[src/rtl/event_blinker_if.sv]
// Event/LED bundle between an event source and the event_blinker.
// The master side issues event strobes and flushes; the slave side
// (the blinker) drives the LED and status signals.
interface event_blinker_if #(
  parameter int MAX_PEND = 15
) ();
  localparam int PW = $clog2(MAX_PEND + 1);

  logic          pulse_in;
  logic          clear;
  logic          led;
  logic          busy;
  logic [PW-1:0] pending;
  logic          overflow;

  modport master (
    output pulse_in,
    output clear,
    input  led,
    input  busy,
    input  pending,
    input  overflow
  );

  modport slave (
    input  pulse_in,
    input  clear,
    output led,
    output busy,
    output pending,
    output overflow
  );
endinterface

[src/rtl/event_blinker.sv]
// event_blinker: turns 1-clock event strobes into visible LED blinks.
// Each accepted event produces one blink: T_ON cycles on, then at least
// T_OFF cycles off. Events arriving mid-blink wait in a saturating
// counter of depth MAX_PEND.
// Optional feature: define EVENT_BLINKER_OVERFLOW_EN to implement the
// sticky overflow flag; otherwise overflow is tied low and drops are silent.
module event_blinker #(
  parameter int T_ON     = 2_000_000,
  parameter int T_OFF    = 2_000_000,
  parameter int MAX_PEND = 15
) (
  input  logic          clk,
  input  logic          nReset,
  event_blinker_if.slave bus
);
  localparam int PW   = $clog2(MAX_PEND + 1);
  localparam int TMAX = (T_ON > T_OFF) ? T_ON : T_OFF;
  localparam int TW   = (TMAX > 1) ? $clog2(TMAX) : 1;

  typedef enum logic [1:0] {
    S_IDLE,
    S_ON,
    S_GAP
  } state_t;

  state_t        r_state;
  state_t        w_state_nxt;
  logic [TW-1:0] r_timer;
  logic [TW-1:0] w_timer_nxt;
  logic [PW-1:0] r_pending;
  logic [PW-1:0] w_pending_nxt;
  logic          r_led;
  logic          w_consume;
  logic          w_can_start;

  // A flush in the same cycle hides the queue, so no new blink may start.
  assign w_can_start = (r_pending != '0) && !bus.clear;

  // Next-state logic: sequence ON/GAP phases and decide when to consume.
  always_comb begin
    // NOTE: every output of this block gets a default first so no path
    // leaves it unassigned, which would otherwise infer a latch.
    w_state_nxt = r_state;
    w_timer_nxt = r_timer;
    w_consume   = 1'b0;
    case (r_state)
      S_IDLE: begin
        if (w_can_start) begin
          w_state_nxt = S_ON;
          w_timer_nxt = TW'(T_ON - 1);
          w_consume   = 1'b1;
        end
      end
      S_ON: begin
        if (r_timer != '0) begin
          w_timer_nxt = r_timer - TW'(1);
        end else begin
          w_state_nxt = S_GAP;
          w_timer_nxt = TW'(T_OFF - 1);
        end
      end
      S_GAP: begin
        if (r_timer != '0) begin
          w_timer_nxt = r_timer - TW'(1);
        end else if (w_can_start) begin
          w_state_nxt = S_ON;
          w_timer_nxt = TW'(T_ON - 1);
          w_consume   = 1'b1;
        end else begin
          w_state_nxt = S_IDLE;
        end
      end
      default: begin
        w_state_nxt = S_IDLE;
        w_timer_nxt = '0;
      end
    endcase
  end

  // Pending-count update: +1 per event, -1 per consume, saturate at MAX_PEND.
  always_comb begin
    w_pending_nxt = r_pending;
    if (bus.clear) begin
      w_pending_nxt = '0;
    end else if (bus.pulse_in && !w_consume) begin
      if (r_pending != PW'(MAX_PEND)) begin
        w_pending_nxt = r_pending + PW'(1);
      end
    end else if (!bus.pulse_in && w_consume) begin
      w_pending_nxt = r_pending - PW'(1);
    end
  end

  // State register with synchronous active-low reset; led registered from next state.
  always_ff @(posedge clk) begin
    // NOTE: state registers use non-blocking assignments so every flop
    // samples the pre-edge values regardless of statement order.
    if (!nReset) begin
      r_state   <= S_IDLE;
      r_timer   <= '0;
      r_pending <= '0;
      r_led     <= 1'b0;
    end else begin
      r_state   <= w_state_nxt;
      r_timer   <= w_timer_nxt;
      r_pending <= w_pending_nxt;
      r_led     <= (w_state_nxt == S_ON);
    end
  end

`ifdef EVENT_BLINKER_OVERFLOW_EN
  logic r_overflow;
  logic w_drop;

  // An event is lost only when the queue is full and nothing is consumed.
  assign w_drop = bus.pulse_in && !bus.clear && !w_consume &&
                  (r_pending == PW'(MAX_PEND));

  // Sticky overflow flag, cleared by reset or flush.
  always_ff @(posedge clk) begin
    if (!nReset) begin
      r_overflow <= 1'b0;
    end else if (bus.clear) begin
      r_overflow <= 1'b0;
    end else if (w_drop) begin
      r_overflow <= 1'b1;
    end
  end

  assign bus.overflow = r_overflow;
`else
  assign bus.overflow = 1'b0;
`endif

  assign bus.led     = r_led;
  assign bus.busy    = (r_state != S_IDLE) || (r_pending != '0);
  assign bus.pending = r_pending;
endmodule

[src/flat_wrapper.sv]
// flat-port wrapper written by rule: the top's interface ports become plain ports
module event_blinker_flat 
#(
  parameter int T_ON     = 2_000_000,
  parameter int T_OFF    = 2_000_000,
  parameter int MAX_PEND = 15
)
  (clk, nReset, bus_pulse_in, bus_clear, bus_led, bus_busy, bus_pending, bus_overflow);
  event_blinker_if #(.MAX_PEND(MAX_PEND)) bus_i ();
  input  logic clk;
  input  logic nReset;
  input wire logic [$bits(bus_i.pulse_in)-1:0] bus_pulse_in;
  input wire logic [$bits(bus_i.clear)-1:0] bus_clear;
  output wire logic [$bits(bus_i.led)-1:0] bus_led;
  output wire logic [$bits(bus_i.busy)-1:0] bus_busy;
  output wire logic [$bits(bus_i.pending)-1:0] bus_pending;
  output wire logic [$bits(bus_i.overflow)-1:0] bus_overflow;
  assign bus_i.pulse_in = bus_pulse_in;
  assign bus_i.clear = bus_clear;
  assign bus_led = bus_i.led;
  assign bus_busy = bus_i.busy;
  assign bus_pending = bus_i.pending;
  assign bus_overflow = bus_i.overflow;
  event_blinker #(.T_ON(T_ON), .T_OFF(T_OFF), .MAX_PEND(MAX_PEND)) u_core (.clk(clk), .nReset(nReset), .bus(bus_i));
endmodule
[config.mk]
export PLATFORM = sky130hd
export DESIGN_NAME = event_blinker_flat
export DESIGN_NICKNAME = d
export VERILOG_FILES = /design/src/rtl/event_blinker_if.sv /design/src/rtl/event_blinker.sv /design/src/flat_wrapper.sv
export SDC_FILE = /design/constraint.sdc
export NUM_CORES = 1
export LEC_CHECK = 0
export CORE_UTILIZATION = 63
export DETAILED_ROUTE_END_ITERATION = 8
export GPL_TIMING_DRIVEN = 0
export PLACE_DENSITY = 0.84
export SLEW_MARGIN = 20
export SYNTH_ARGS = -nofsm -noshare
export SYNTH_HDL_FRONTEND = slang
export SYNTH_SLANG_ARGS = --single-unit
[constraint.sdc]
create_clock -name clk -period 4.25 [get_ports clk]
set_input_delay 0.85 -clock clk [delete_from_list [all_inputs] [get_ports clk]]
set_output_delay 0.85 -clock clk [all_outputs]
set_load 0.005 [all_outputs]
==> results_dict.tcl, run 1 <==
set metrics [dict create \
    clk_pin_slew_ps 160 \
    yosysTopAreaCell "dfxtp_1" \
    synth_fp_nets 243 \
    ir_drop_uv 475 \
    whs_ps 475 \
    clock_path_buffers 2 \
    core_mm2 0.00278 \
    vias 1802 \
    cp-end-kind "register" \
    skew_ps 15.1 \
    die_w_um 56.4 \
    status "finished clean" \
    cts_tree "done" \
    port_buffers 9 \
    finalCritPeriodShare_pct 73.9 \
    syn_inst 235 \
    min_period_ps 3140 \
    fillCellCount 228 \
    avgSynthCellArea_um2 7.94 \
    relSlewSlack_pct 40.9 \
    dr.pass1.iters 4 \
    cap_viol_max_count 0 \
    hold_buffers 0 \
    grt_pass1_wl_um 7540 \
    antenna_found_initial 0 \
    core.rowCount 19 \
    place_congestion 0.874 \
    drt-total-wl_um 4390 \
    synth_area_mm2 0.00187 \
    ys_warn_count 0 \
    grt_pass1_vias 1661 \
    async_reset_ff_share_pct 0 \
    synth.most_common_cell "dfxtp_1" \
    rsz0062_at_grt "false" \
    design_area_mm2 0.00202 \
    synthTopCellsByArea "dfxtp_1 30%, nand2_1 4.8%, a31oi_1 4.4%" \
    pwr_density_cell_mw_per_mm2 552 \
    hold_violations 0 \
    grt_max_degree 15 \
    clock_sinks 28 \
    finalMaxSlewViolations 0 \
    drtAntennaViolNets 0 \
    diodes 0 \
    die_area_mm2 0.00318 \
    synth-seq-area-share_pct 30.0 \
    worst-endpoint-required_ps 4510 \
    fmax_mhz 318 \
    tightest_slew_ps 884 \
    total_power_mw 1.11 \
    start_util_pct 67.1 \
    htree_num_levels 1 \
    synth_edf_count 0 \
    area_growth_pct 8.11 \
    post_cts_resized 0 \
    dp_hpwl_um 3270 \
    via_per_inst 6.48 \
    cp-start-kind "input port" \
    arrival_ps 3400 \
    setup_viol 0 \
    synth_cell_types 60 \
    num_io_pins 11 \
    path_class "input port to register" \
    drive_gt1_share_pct 10.9 \
    wire_per_inst_um 15.8 \
    clk_latency_ps 340 \
    placed_cell_area_mm2 0.00200 \
    drt_iter0_drc 136 \
    nets 257 \
    synth-main-ff-cell "dfxtp_1" \
    numCtsBuffers 3 \
    hp-class "register to register" \
    cts_setup_buffers 0 \
    cts_root_buffer "clkbuf_4" \
    cp_max_fo 6 \
    grt_overflow 0 \
    grt_usage_pct 29.2 \
    ys_ff_latch 28 \
    setup_tns_ps 0 \
    drc 0 \
    die_h_um 56.4 \
    synth.top_cell.area_share_pct 30.0 \
    synthTopCellsByCount "28 x dfxtp_1, 24 x nand2_1, 20 x nor2_1" \
    leakage_nw 0.732 \
]
==> per-stage QoR <==
step | utilization (%) | cells | setup slack (ps)
finish | 72.6 | 278 | 1110
global route | 72.6 | 278 | 916
CTS | 72.6 | 278 | 1130
detailed placement | 71.7 | 275 | 792
global placement | 71.7 | 275 | 851
floorplan | - | 235 | 1520
==> report_power, final <==
group / switching [mW] / internal (mW) / leakage (nW)
Sequential: 0.0755 / 0.323 / 0.230
Clock: 0.0809 / 0.0333 / 0.0138
Combinational: 0.353 / 0.247 / 0.488
Total: 0.509 / 0.604 / 0.732
==> layer usage <==
metal / wire, µm / vias up / track usage, %
met4: 82 / 0 / 10.8
met3: 222 / 8 / 3.00
met5: 0 / - / 0
met2: 2070 / 58 / 46.7
li1: - / 903 / -
met1: 2020 / 833 / 40.4
==> critical path, stage by stage <==
cell             delay, ps
clkdlybuf4s50_1        430
or2_2                  290
buf_2                  170
nor2_1                 360
nand2_1                100
nand2_1                140
ha_1                   250
a21o_1                 180
a21oi_1                180
and4b_1                240
nor3_1                  60
nor3_1                 160
==> cells in the final DEF (no fill, tap or decap), types with 7 or more instances in the layout <==
cell,Yosys,layout
dfxtp_1,28,28
nand2_1,24,24
nor2_1,20,20
nor3_1,15,15
o21ai_0,13,13
a21oi_1,13,13
a31oi_1,13,13
clkdlybuf4s50_1,0,9
nor4_1,7,7
==> cell families (layout without fill, tap and decap cells) <==
| family | Yosys count | count (layout) | share of synthesized area (%) |
|---|---|---|---|
| AND/OR/NAND/NOR | 109 | 109 | 34.7 |
| AO/OA/AOI/OAI | 69 | 69 | 24.7 |
| flip-flops | 28 | 28 | 30.0 |
| buffers and inverters | 18 | 30 | 4.16 |
| adder cells (fa/ha/maj) | 5 | 5 | 3.62 |
| multiplexers | 3 | 3 | 1.68 |
| XOR/XNOR | 2 | 2 | 0.939 |
| other | 1 | 1 | 0.201 |
==> worst paths after layout <==
| kind | startpoint | endpoint | slack, ps | cells after the start |
|---|---|---|---|---|
| worst max-delay path | bus_clear | u_core.bus.pending[3] | 1110 | 12 |
| worst min-delay path | u_core.r_timer[18] | u_core.r_timer[18] | 470 | 1 |
| worst max register to register | u_core.r_timer[0] | u_core.bus.pending[3] | 1200 | 13 |
| worst min register to register | u_core.r_timer[18] | u_core.r_timer[18] | 470 | 1 |
==> final cells by class <==
| class | count | area [µm²] | share of cell area [%] |
|---|---|---|---|
| buffer | 13 | 58.8 | 2.91 |
| clock buffer | 3 | 22.5 | 1.12 |
| inverter | 5 | 18.8 | 0.930 |
| multi-input combinational | 189 | 1230 | 60.9 |
| sequential | 28 | 561 | 27.8 |
| tap | 31 | 38.8 | 1.92 |
| timing repair buffer | 9 | 90.1 | 4.46 |
==> flip-flops by register name, indices dropped and copies added, names as in the netlist <==
name	cells
u_core.r_state	2
u_core.bus.pending	4
u_core.r_timer	21
u_core.bus.led	1
Note: power is estimated with default switching activity, not from simulation.
==> run 2: changes to the inputs <==
--- a/config.mk
+++ b/config.mk
@@ -5,10 +5,10 @@
 export SDC_FILE = /design/constraint.sdc
 export NUM_CORES = 1
 export LEC_CHECK = 0
-export CORE_UTILIZATION = 63
+export CORE_UTILIZATION = 53
 export DETAILED_ROUTE_END_ITERATION = 8
 export GPL_TIMING_DRIVEN = 0
-export PLACE_DENSITY = 0.84
+export PLACE_DENSITY = 0.75
 export SLEW_MARGIN = 20
 export SYNTH_ARGS = -nofsm -noshare
 export SYNTH_HDL_FRONTEND = slang
==> constraint.sdc (replaced) <==
create_clock -name clk -period 2.51 [get_ports clk]
set_input_delay 0.502 -clock clk [delete_from_list [all_inputs] [get_ports clk]]
set_output_delay 0.502 -clock clk [all_outputs]
set_load 0.005 [all_outputs]
==> results_dict.tcl, run 2 (synthesized netlist as in run 1, its figures left out) <==
set metrics [dict create \
    pwr_density_cell_mw_per_mm2 967 \
    final_cells 302 \
    core.rowCount 21 \
    total_power_mw 2.17 \
    clock_sinks 28 \
    r2r-start "u_core.r_timer[17]" \
    dpl_worst_slack_ps -604 \
    drt_iter0_drc 148 \
    cts_tree "done" \
    drtAntennaViolNets 0 \
    worstSetupStartpoint "u_core.r_timer[17]" \
    layout_commonest_cell "nand2_1" \
    num_io_pins 11 \
    diodes 0 \
    cp-end-kind "register" \
    ff2ff_path_depth 11 \
    hold_depth 1 \
    dp_hpwl_um 3300 \
    via_per_inst 6.09 \
    final_cell_mix "23 x nand2_1, 21 x dfxtp_1, 18 x nor2_1" \
    wire_per_inst_um 16.4 \
    drive_gt1_share_pct 22.7 \
    whs_ps 515 \
    arrival_ps 2820 \
    start_util_pct 55.5 \
    critPathBufInv 0 \
    violations "negative setup slack" \
    grt_usage_pct 26.0 \
    fmax_mhz 388 \
    worst-endpoint-required_ps 2750 \
    dr.pass1.iters 4 \
    port_buffers 9 \
    drt-total-wl_um 4950 \
    leakage_nw 0.808 \
    finalMaxSlewViolations 0 \
    die_w_um 61.4 \
    path_class "register to register" \
    cp_common_cell "or3_4" \
    core_mm2 0.00336 \
    htree_num_levels 1 \
    clk_pin_slew_ps 160 \
    antenna_found_initial 0 \
    r2r_setup_slack_ps -70 \
    status "complete, but fails checks" \
    relSlewSlack_pct 42.2 \
    design_area_mm2 0.00225 \
    rsz0062_at_grt "true" \
    hold_start "u_core.r_timer[16]" \
    grt_max_degree 17 \
    hp-class "register to register" \
    clk_latency_ps 350 \
    top_register "u_core.r_timer" \
    worstReg2RegEnd "u_core.bus.pending[3]" \
    vias 1839 \
    layout_setup_ws_ps -66.7 \
    nets 265 \
    numCtsBuffers 3 \
    area_growth_pct 20.4 \
    tightest_slew_ps 864 \
    worstHoldEndpoint "u_core.r_timer[16]" \
    clock_path_buffers 2 \
    crit_path_top_delay_cell "or3_4" \
    drc 0 \
    hold_buffers 0 \
    cp-start-kind "register" \
    skew_ps 13.1 \
    fillCellCount 295 \
    setup_viol 1 \
    place_congestion 0.944 \
    die_area_mm2 0.00376 \
    largest_reg_flops 21 \
    cp_max_fo 4 \
    cap_viol_max_count 0 \
    finalCritPeriodShare_pct 103 \
    crit_chain "or3_4 > or3_4 > o21ai_4 > nand2_1 > nand2_2 > ha_4 > a21o_1 > a21oi_2 > and4b_1 > o21a_1 > nor3_2" \
    placed_cell_area_mm2 0.00202 \
    placed_cells 290 \
    ir_drop_uv 410 \
    grt_pass1_vias 1585 \
    cts_root_buffer "clkbuf_4" \
    grt_overflow 0 \
    critPathTopFamily "simple AND/OR/NAND/NOR gates" \
    die_h_um 61.4 \
    max_stage_delay_ps 410 \
    hold_violations 0 \
    min_period_ps 2580 \
    grt_pass1_wl_um 7180 \
]
==> run 2: through the flow <==
step / utilization, % / setup TNS (ps)
after floorplan: - / 0
after global placement: 60.0 / -1340
after detailed placement: 60.0 / -1360
after CTS: 63.1 / -117
after global routing: 66.9 / -158
final: 66.9 / -66.7
==> run 2: where the power goes <==
part / total, mW / switching (mW) / internal [mW]
combinational: 1.16 / 0.640 / 0.525
sequential: 0.703 / 0.151 / 0.552
clock: 0.307 / 0.145 / 0.162
total: 2.17 / 0.936 / 1.24
==> run 2: layout make-up <==
| cell class | count | area [µm²] | area share [%] |
|---|---|---|---|
| plain buffers | 13 | 61.3 | 2.73 |
| clock buffers | 3 | 22.5 | 1.00 |
| clock inverters | 1 | 30.0 | 1.34 |
| inverters | 5 | 18.8 | 0.835 |
| multi-input cells | 189 | 1340 | 59.5 |
| flip-flops and latches | 28 | 569 | 25.3 |
| well taps | 46 | 57.6 | 2.56 |
| repair buffers | 17 | 150 | 6.68 |
==> run 2: repair_timing <==
| action | CTS | global route |
|---|---|---|
| pin swaps | 4 | 7 |
| gates resized for setup | 11 | 16 |
| endpoints found under the hold margin | 0 | 0 |
| buffers inserted | 1 | 7 |
| setup endpoints to repair | 2 | 3 |
==> run 2: worst max-delay path by stage <==
| stage | endpoint | depth (start not counted) | slack, ps |
|---|---|---|---|
| after floorplan | u_core.bus.pending[3] | 11 | 10 |
| after global placement | u_core.bus.pending[3] | 12 | -540 |
| after detailed placement | u_core.bus.pending[3] | 12 | -600 |
| after CTS | u_core.bus.pending[3] | 12 | -120 |
| after global routing | u_core.bus.pending[3] | 11 | -160 |
| final | u_core.bus.pending[3] | 11 | -70 |
==> run 2: worst reg2reg max path, delay by kind of cell (launching register included) <==
| family | cells | cell delay (ps) |
|---|---|---|
| fa+ha+maj | 1 | 210 |
| compound gates | 4 | 610 |
| flops | 1 | 380 |
| simple gates | 6 | 1280 |
==> run 2: per-layer routing <==
layer	vias to the layer above	GRT usage [%]	wire length [µm]
met4	0	6.67	34
li1	916	-	-
met1	880	33.1	2230
met3	4	5.04	182
met2	39	45.3	2500
met5	-	0	0
